**src/rtl/lrf_out_stage.sv**
```systemverilog
// lrf_out_stage: output stage behind the LRF fusion datapath.
// Counts fused beats into frames and tracks the frame index inside each fusion
// group. Only output frames are forwarded: the last frame of a group, or every
// frame when passthrough is latched at frame start. Forwarded beats go through
// a show-ahead FIFO to an AXI-Stream master, tagged with tlast on the final
// beat of each image.
//
// Ports:
//   s_axis_aclk      clock
//   s_axis_areset    asynchronous active-high reset
//   in_valid/in_data fused beat from the fusion stage
//   in_ready         stage can accept a beat this cycle
//   cfg_passthrough  forward every frame (sampled on the first beat of a frame)
//   m_axis_*         AXI-Stream master (tdata/tvalid/tready/tlast)
//   out_frame_done   one-cycle pulse after the tlast beat handshakes
//   frame_idx        index within the fusion group of the frame being received
module lrf_out_stage #(
    parameter int unsigned PIXELS_PER_BEAT = 16,
    parameter int unsigned IMAGE_DIM       = 512,
    parameter int unsigned N_FUSE_COUNT    = 4,
    parameter int unsigned FIFO_DEPTH      = 8,
    parameter int unsigned DATA_WIDTH      = 8 * PIXELS_PER_BEAT
) (
    input  logic                    s_axis_aclk,
    input  logic                    s_axis_areset,
    input  logic                    in_valid,
    input  logic [DATA_WIDTH-1:0]   in_data,
    output logic                    in_ready,
    input  logic                    cfg_passthrough,
    output logic [DATA_WIDTH-1:0]   m_axis_tdata,
    output logic                    m_axis_tvalid,
    input  logic                    m_axis_tready,
    output logic                    m_axis_tlast,
    output logic                    out_frame_done,
    output logic [N_FUSE_COUNT-1:0] frame_idx
);

    localparam int unsigned BEATS      = IMAGE_DIM * IMAGE_DIM / PIXELS_PER_BEAT;
    localparam int unsigned BEAT_W     = (BEATS > 1) ? $clog2(BEATS) : 1;
    localparam int unsigned PTR_W      = (FIFO_DEPTH > 1) ? $clog2(FIFO_DEPTH) : 1;
    localparam int unsigned CNT_W      = PTR_W + 1;
    localparam int unsigned LAST_FRAME = (1 << N_FUSE_COUNT) - 1;

    // Frame tracking
    logic [BEAT_W-1:0]       r_beat_cnt;
    logic [N_FUSE_COUNT-1:0] r_frame_idx;
    logic                    r_mode;

    // FIFO storage and bookkeeping
    logic [DATA_WIDTH-1:0]   r_mem_data [FIFO_DEPTH];
    logic [FIFO_DEPTH-1:0]   r_mem_last;
    logic [PTR_W-1:0]        r_wr_ptr;
    logic [PTR_W-1:0]        r_rd_ptr;
    logic [CNT_W-1:0]        r_count;
    logic                    r_done;

    logic w_first_beat;
    logic w_last_beat;
    logic w_mode;
    logic w_out_frame;
    logic w_full;
    logic w_ready;
    logic w_accept;
    logic w_push;
    logic w_pop;
    logic w_not_empty;

    // On the first beat the latch has not captured yet, so the live config
    // decides the type of the frame that is about to start.
    assign w_first_beat = (r_beat_cnt == '0);
    assign w_last_beat  = (r_beat_cnt == BEAT_W'(BEATS - 1));
    assign w_mode       = w_first_beat ? cfg_passthrough : r_mode;
    assign w_out_frame  = w_mode || (r_frame_idx == N_FUSE_COUNT'(LAST_FRAME));

    // Ready uses the registered count only: no bypass on a same-cycle pop.
    assign w_full      = (r_count == CNT_W'(FIFO_DEPTH));
    assign w_ready     = !w_out_frame || !w_full;
    assign w_accept    = in_valid && w_ready;
    assign w_push      = w_accept && w_out_frame;
    assign w_not_empty = (r_count != '0);
    assign w_pop       = w_not_empty && m_axis_tready;

    assign in_ready       = w_ready;
    assign m_axis_tvalid  = w_not_empty;
    assign m_axis_tdata   = w_not_empty ? r_mem_data[r_rd_ptr] : '0;
    assign m_axis_tlast   = w_not_empty ? r_mem_last[r_rd_ptr] : 1'b0;
    assign out_frame_done = r_done;
    assign frame_idx      = r_frame_idx;

    // Beat counter, group frame index and per-frame mode latch
    always_ff @(posedge s_axis_aclk or posedge s_axis_areset) begin
        if (s_axis_areset) begin
            r_beat_cnt  <= '0;
            r_frame_idx <= '0;
            r_mode      <= 1'b0;
        end else if (w_accept) begin
            if (w_first_beat) begin
                r_mode <= cfg_passthrough;
            end
            if (w_last_beat) begin
                r_beat_cnt  <= '0;
                r_frame_idx <= r_frame_idx + N_FUSE_COUNT'(1);
            end else begin
                r_beat_cnt <= r_beat_cnt + BEAT_W'(1);
            end
        end
    end

    // FIFO storage; the tag marks the final beat of an image
    always_ff @(posedge s_axis_aclk or posedge s_axis_areset) begin
        if (s_axis_areset) begin
            for (int i = 0; i < FIFO_DEPTH; i++) begin
                r_mem_data[i] <= '0;
            end
            r_mem_last <= '0;
        end else if (w_push) begin
            r_mem_data[r_wr_ptr] <= in_data;
            r_mem_last[r_wr_ptr] <= w_last_beat;
        end
    end

    // Pointers wrap naturally since FIFO_DEPTH is a power of two
    always_ff @(posedge s_axis_aclk or posedge s_axis_areset) begin
        if (s_axis_areset) begin
            r_wr_ptr <= '0;
            r_rd_ptr <= '0;
            r_count  <= '0;
        end else begin
            if (w_push) begin
                r_wr_ptr <= r_wr_ptr + PTR_W'(1);
            end
            if (w_pop) begin
                r_rd_ptr <= r_rd_ptr + PTR_W'(1);
            end
            case ({w_push, w_pop})
                2'b10:   r_count <= r_count + CNT_W'(1);
                2'b01:   r_count <= r_count - CNT_W'(1);
                default: r_count <= r_count;
            endcase
        end
    end

    // Frame-done pulse, one cycle after the tlast handshake
    always_ff @(posedge s_axis_aclk or posedge s_axis_areset) begin
        if (s_axis_areset) begin
            r_done <= 1'b0;
        end else begin
            r_done <= w_pop && r_mem_last[r_rd_ptr];
        end
    end

endmodule

```
**config.mk**
```make
export PLATFORM = sky130hd
export DESIGN_NAME = lrf_out_stage
export DESIGN_NICKNAME = d
export VERILOG_FILES = /design/src/rtl/lrf_out_stage.sv
export SDC_FILE = /design/constraint.sdc
export NUM_CORES = 2
export LEC_CHECK = 0
export ABC_AREA = 1
export CAP_MARGIN = 40
export CORE_UTILIZATION = 30
export CTS_CLUSTER_DIAMETER = 80
export DETAILED_ROUTE_END_ITERATION = 10
export GPL_TIMING_DRIVEN = 0
export PLACE_DENSITY = 0.44
export SLEW_MARGIN = 20
export SYNTH_ARGS = -nofsm -noshare
export SYNTH_HDL_FRONTEND = slang
export SYNTH_SLANG_ARGS = --single-unit
export TNS_END_PERCENT = 20
```
**constraint.sdc**
```tcl
create_clock -name s_axis_aclk -period 40.5 [get_ports s_axis_aclk]
set_input_delay 6.075 -clock s_axis_aclk [delete_from_list [all_inputs] [get_ports s_axis_aclk]]
set_output_delay 6.075 -clock s_axis_aclk [all_outputs]
set_load 0.005 [all_outputs]
```
==> results.toml <==
[status]
run_status = "finished, final reports clean"

[sta]
hold_violations = 0
max_freq_ghz = 0.07092
timing.setup.tns_ns = 0
rsz0062_at_grt = "no"
finalWorstSetupSlack_ns = 26.40
fin_crit_sh = 0.3482
finalCriticalPeriod_ns = 14.10
setup_viol = 0
relSlewSlack = 0.4268
max_slew.worst_pin.slew_ns = 0.8598
fin_skew_ns = 0.02969
slew_violations = 0

[power_and_ir_drop]
p_leak_nw = 30.76
powerDensity_nw_per_um2 = 85.98
peakVddDrop_mv = 0.04334
total_power_mw = 5.115

[routing]
num_vias = 44360
first_iter_violations = 3686
wl_per_cell_um = 20.57
via_per_inst = 4.806
drtPass1Iterations = 6
drc = 0
wirelength_um = 189800
postRouteAntennaNets = 0

[floorplanning]
ios = 269
die_y_um = 411.4
start_util = 0.3033
core-area_sq_um = 165700
fp-row-count = 149
die_w_um = 411.4
die-area_sq_um = 169200

[synth]
syn_avg_cell_area_sq_um = 7.577
yosys_warnings = 0
syn_nets = 6776
syn-cell-area_sq_um = 50270
ys_ff_latch = 1062
syn_inst = 6635
synth.distinct_cells = 27
yosysSeqAreaShare = 0.5286

[placement]
gp_congestion = 0.8224
dp_hpwl_um = 132000
preCtsSetupSlack_ns = 26.35
place_inst = 8985
io_buffers = 140

[worst_setup_path]
arrival_ns = 8.03
end_kind = "primary output"
r2r-start = "r_count[0]"
path_max_fanout = 10
required_ns = 34.42
timing_worst_setup_path_type = "input port to primary output"
r2r_setup_slack_ns = 37.24
critPathLaunch = "cfg_passthrough"
startpoint_type = "input port"

[cts]
clockRootBuffer = "clkbuf_16"
numCtsBuffers = 134
post-cts-setup-buffers = 0
cts_buffer_depth = 3
tritoncts = "done"
cts_sinks = 1062
cts_resized = 0
cts-hold-fix-buffers = 0
path_clk_slew_ns = 0.05
cts_htree_levels = 4
clk_latency_ns = 0.77

[global_route]
antenna_found_initial = 33
grt_max_degree = 91
grt_overflow_total = 0
grt_pass1_vias = 43130
grt_pass1_wl_um = 285000
gr-usage-all-layers = 0.2237

[layout]
final_common_cell = "nand2_1"
mostFrequentLayoutCells = "nand2_1 (3,164), dfrtp_1 (1,062), nor2_1 (1,056)"
nets = 7073
drive_above_1_share = 0.07662
final_cells = 9230
area_growth_pct = 18.34

[job]
max_cap_viol_count = 0

[worst_hold_path]
hp-start = "r_mem_data[683]"
hp-class = "flop to flop"
[per-layer routing]
layer / vias to the layer above / global-route usage / share of wire
li1: 21410 / - / -
met1: 21460 / 0.3104 / 0.46
met2: 1166 / 0.3510 / 0.45
met3: 290 / 0.04571 / 0.061
met4: 26 / 0.06365 / 0.026
met5: - / 0 / 0.00085
[power breakdown]
group	switching [mW]	internal, mW
Sequential	0.232	1.49
Clock	0.496	0.736
Combinational	1.34	0.823
[flip-flops by register name, summed over array words and instances, names as in the netlist]
name / flops
r_mem_data: 1024
out_frame_done: 1
r_rd_ptr: 3
r_mem_last: 8
r_count: 4
r_beat_cnt: 14
r_mode: 1
r_wr_ptr: 3
frame_idx: 4
[path summary, 6_finish.rpt]
check | cells past startpoint | end
max | 6 | in_ready
min | 2 | r_mem_data[683]
max reg2reg | 9 | r_mem_data[617]
min reg2reg | 2 | r_mem_data[683]
max in group asynchronous | 7 | r_mem_data[482]
min in group asynchronous | 2 | r_mem_data[528]
[cells in the mapped netlist (all sizes together)]
master / number / area [sq um]
xor2: 17 / 148.9
clkbuf: 258 / 968.4
inv: 36 / 135.1
o21ai: 399 / 1997
ha: 8 / 100.1
buf: 315 / 1849
or2: 1 / 6.260
a21oi: 1 / 5.000
nand3: 21 / 130.1
and2: 1 / 6.260
xnor2: 4 / 35.03
o31ai: 1 / 7.510
nor4: 1 / 6.260
nor2: 1061 / 4015
nand2: 3164 / 11880
dfrtp: 1062 / 26580
and3: 1 / 6.260
o32ai: 258 / 2260
nor3: 14 / 70.07
nand4: 12 / 75.07
[cells by family after synthesis]
group                    count (synthesis)  synth area share
AND/OR/NAND/NOR                       4276            0.3221
flip-flops                            1062            0.5286
buffers and inverters                  609           0.05874
adder cells (fa/ha/maj)                  8          0.001991
XOR/XNOR                                21          0.003658
AO/OA/AOI/OAI                          659           0.08492
[worst max-delay path: stages]
cell             delay (ns)
clkdlybuf4s50_1        0.42
nand3_1                0.15
nand3_4                0.20
nand2_1                0.20
clkbuf_1               0.38
clkdlybuf4s50_1        0.59
[through the flow]
step | hold WS [ns] | util | cell area (sq um)
after floorplan | 0.4437 | - | 50270
after global placement | 0.4555 | 0.3283 | 54410
after detailed placement | 0.4599 | 0.3318 | 54990
after CTS | 0.4754 | 0.3589 | 59480
after global routing | 0.4894 | 0.3589 | 59480
final | 0.4709 | 0.3590 | 59490
[final cells by class]
cell class / count / area, sq um
fill: 17630 / 106200
sequential: 1062 / 26580
multi-input combinational: 4964 / 20750
clock buffer: 192 / 3905
buffer: 573 / 2826
tap: 2189 / 2739
timing repair buffer: 161 / 1956
clock inverter: 47 / 584.3
inverter: 36 / 142.6
antenna: 6 / 15.01
(Power assumes the default switching activity.)
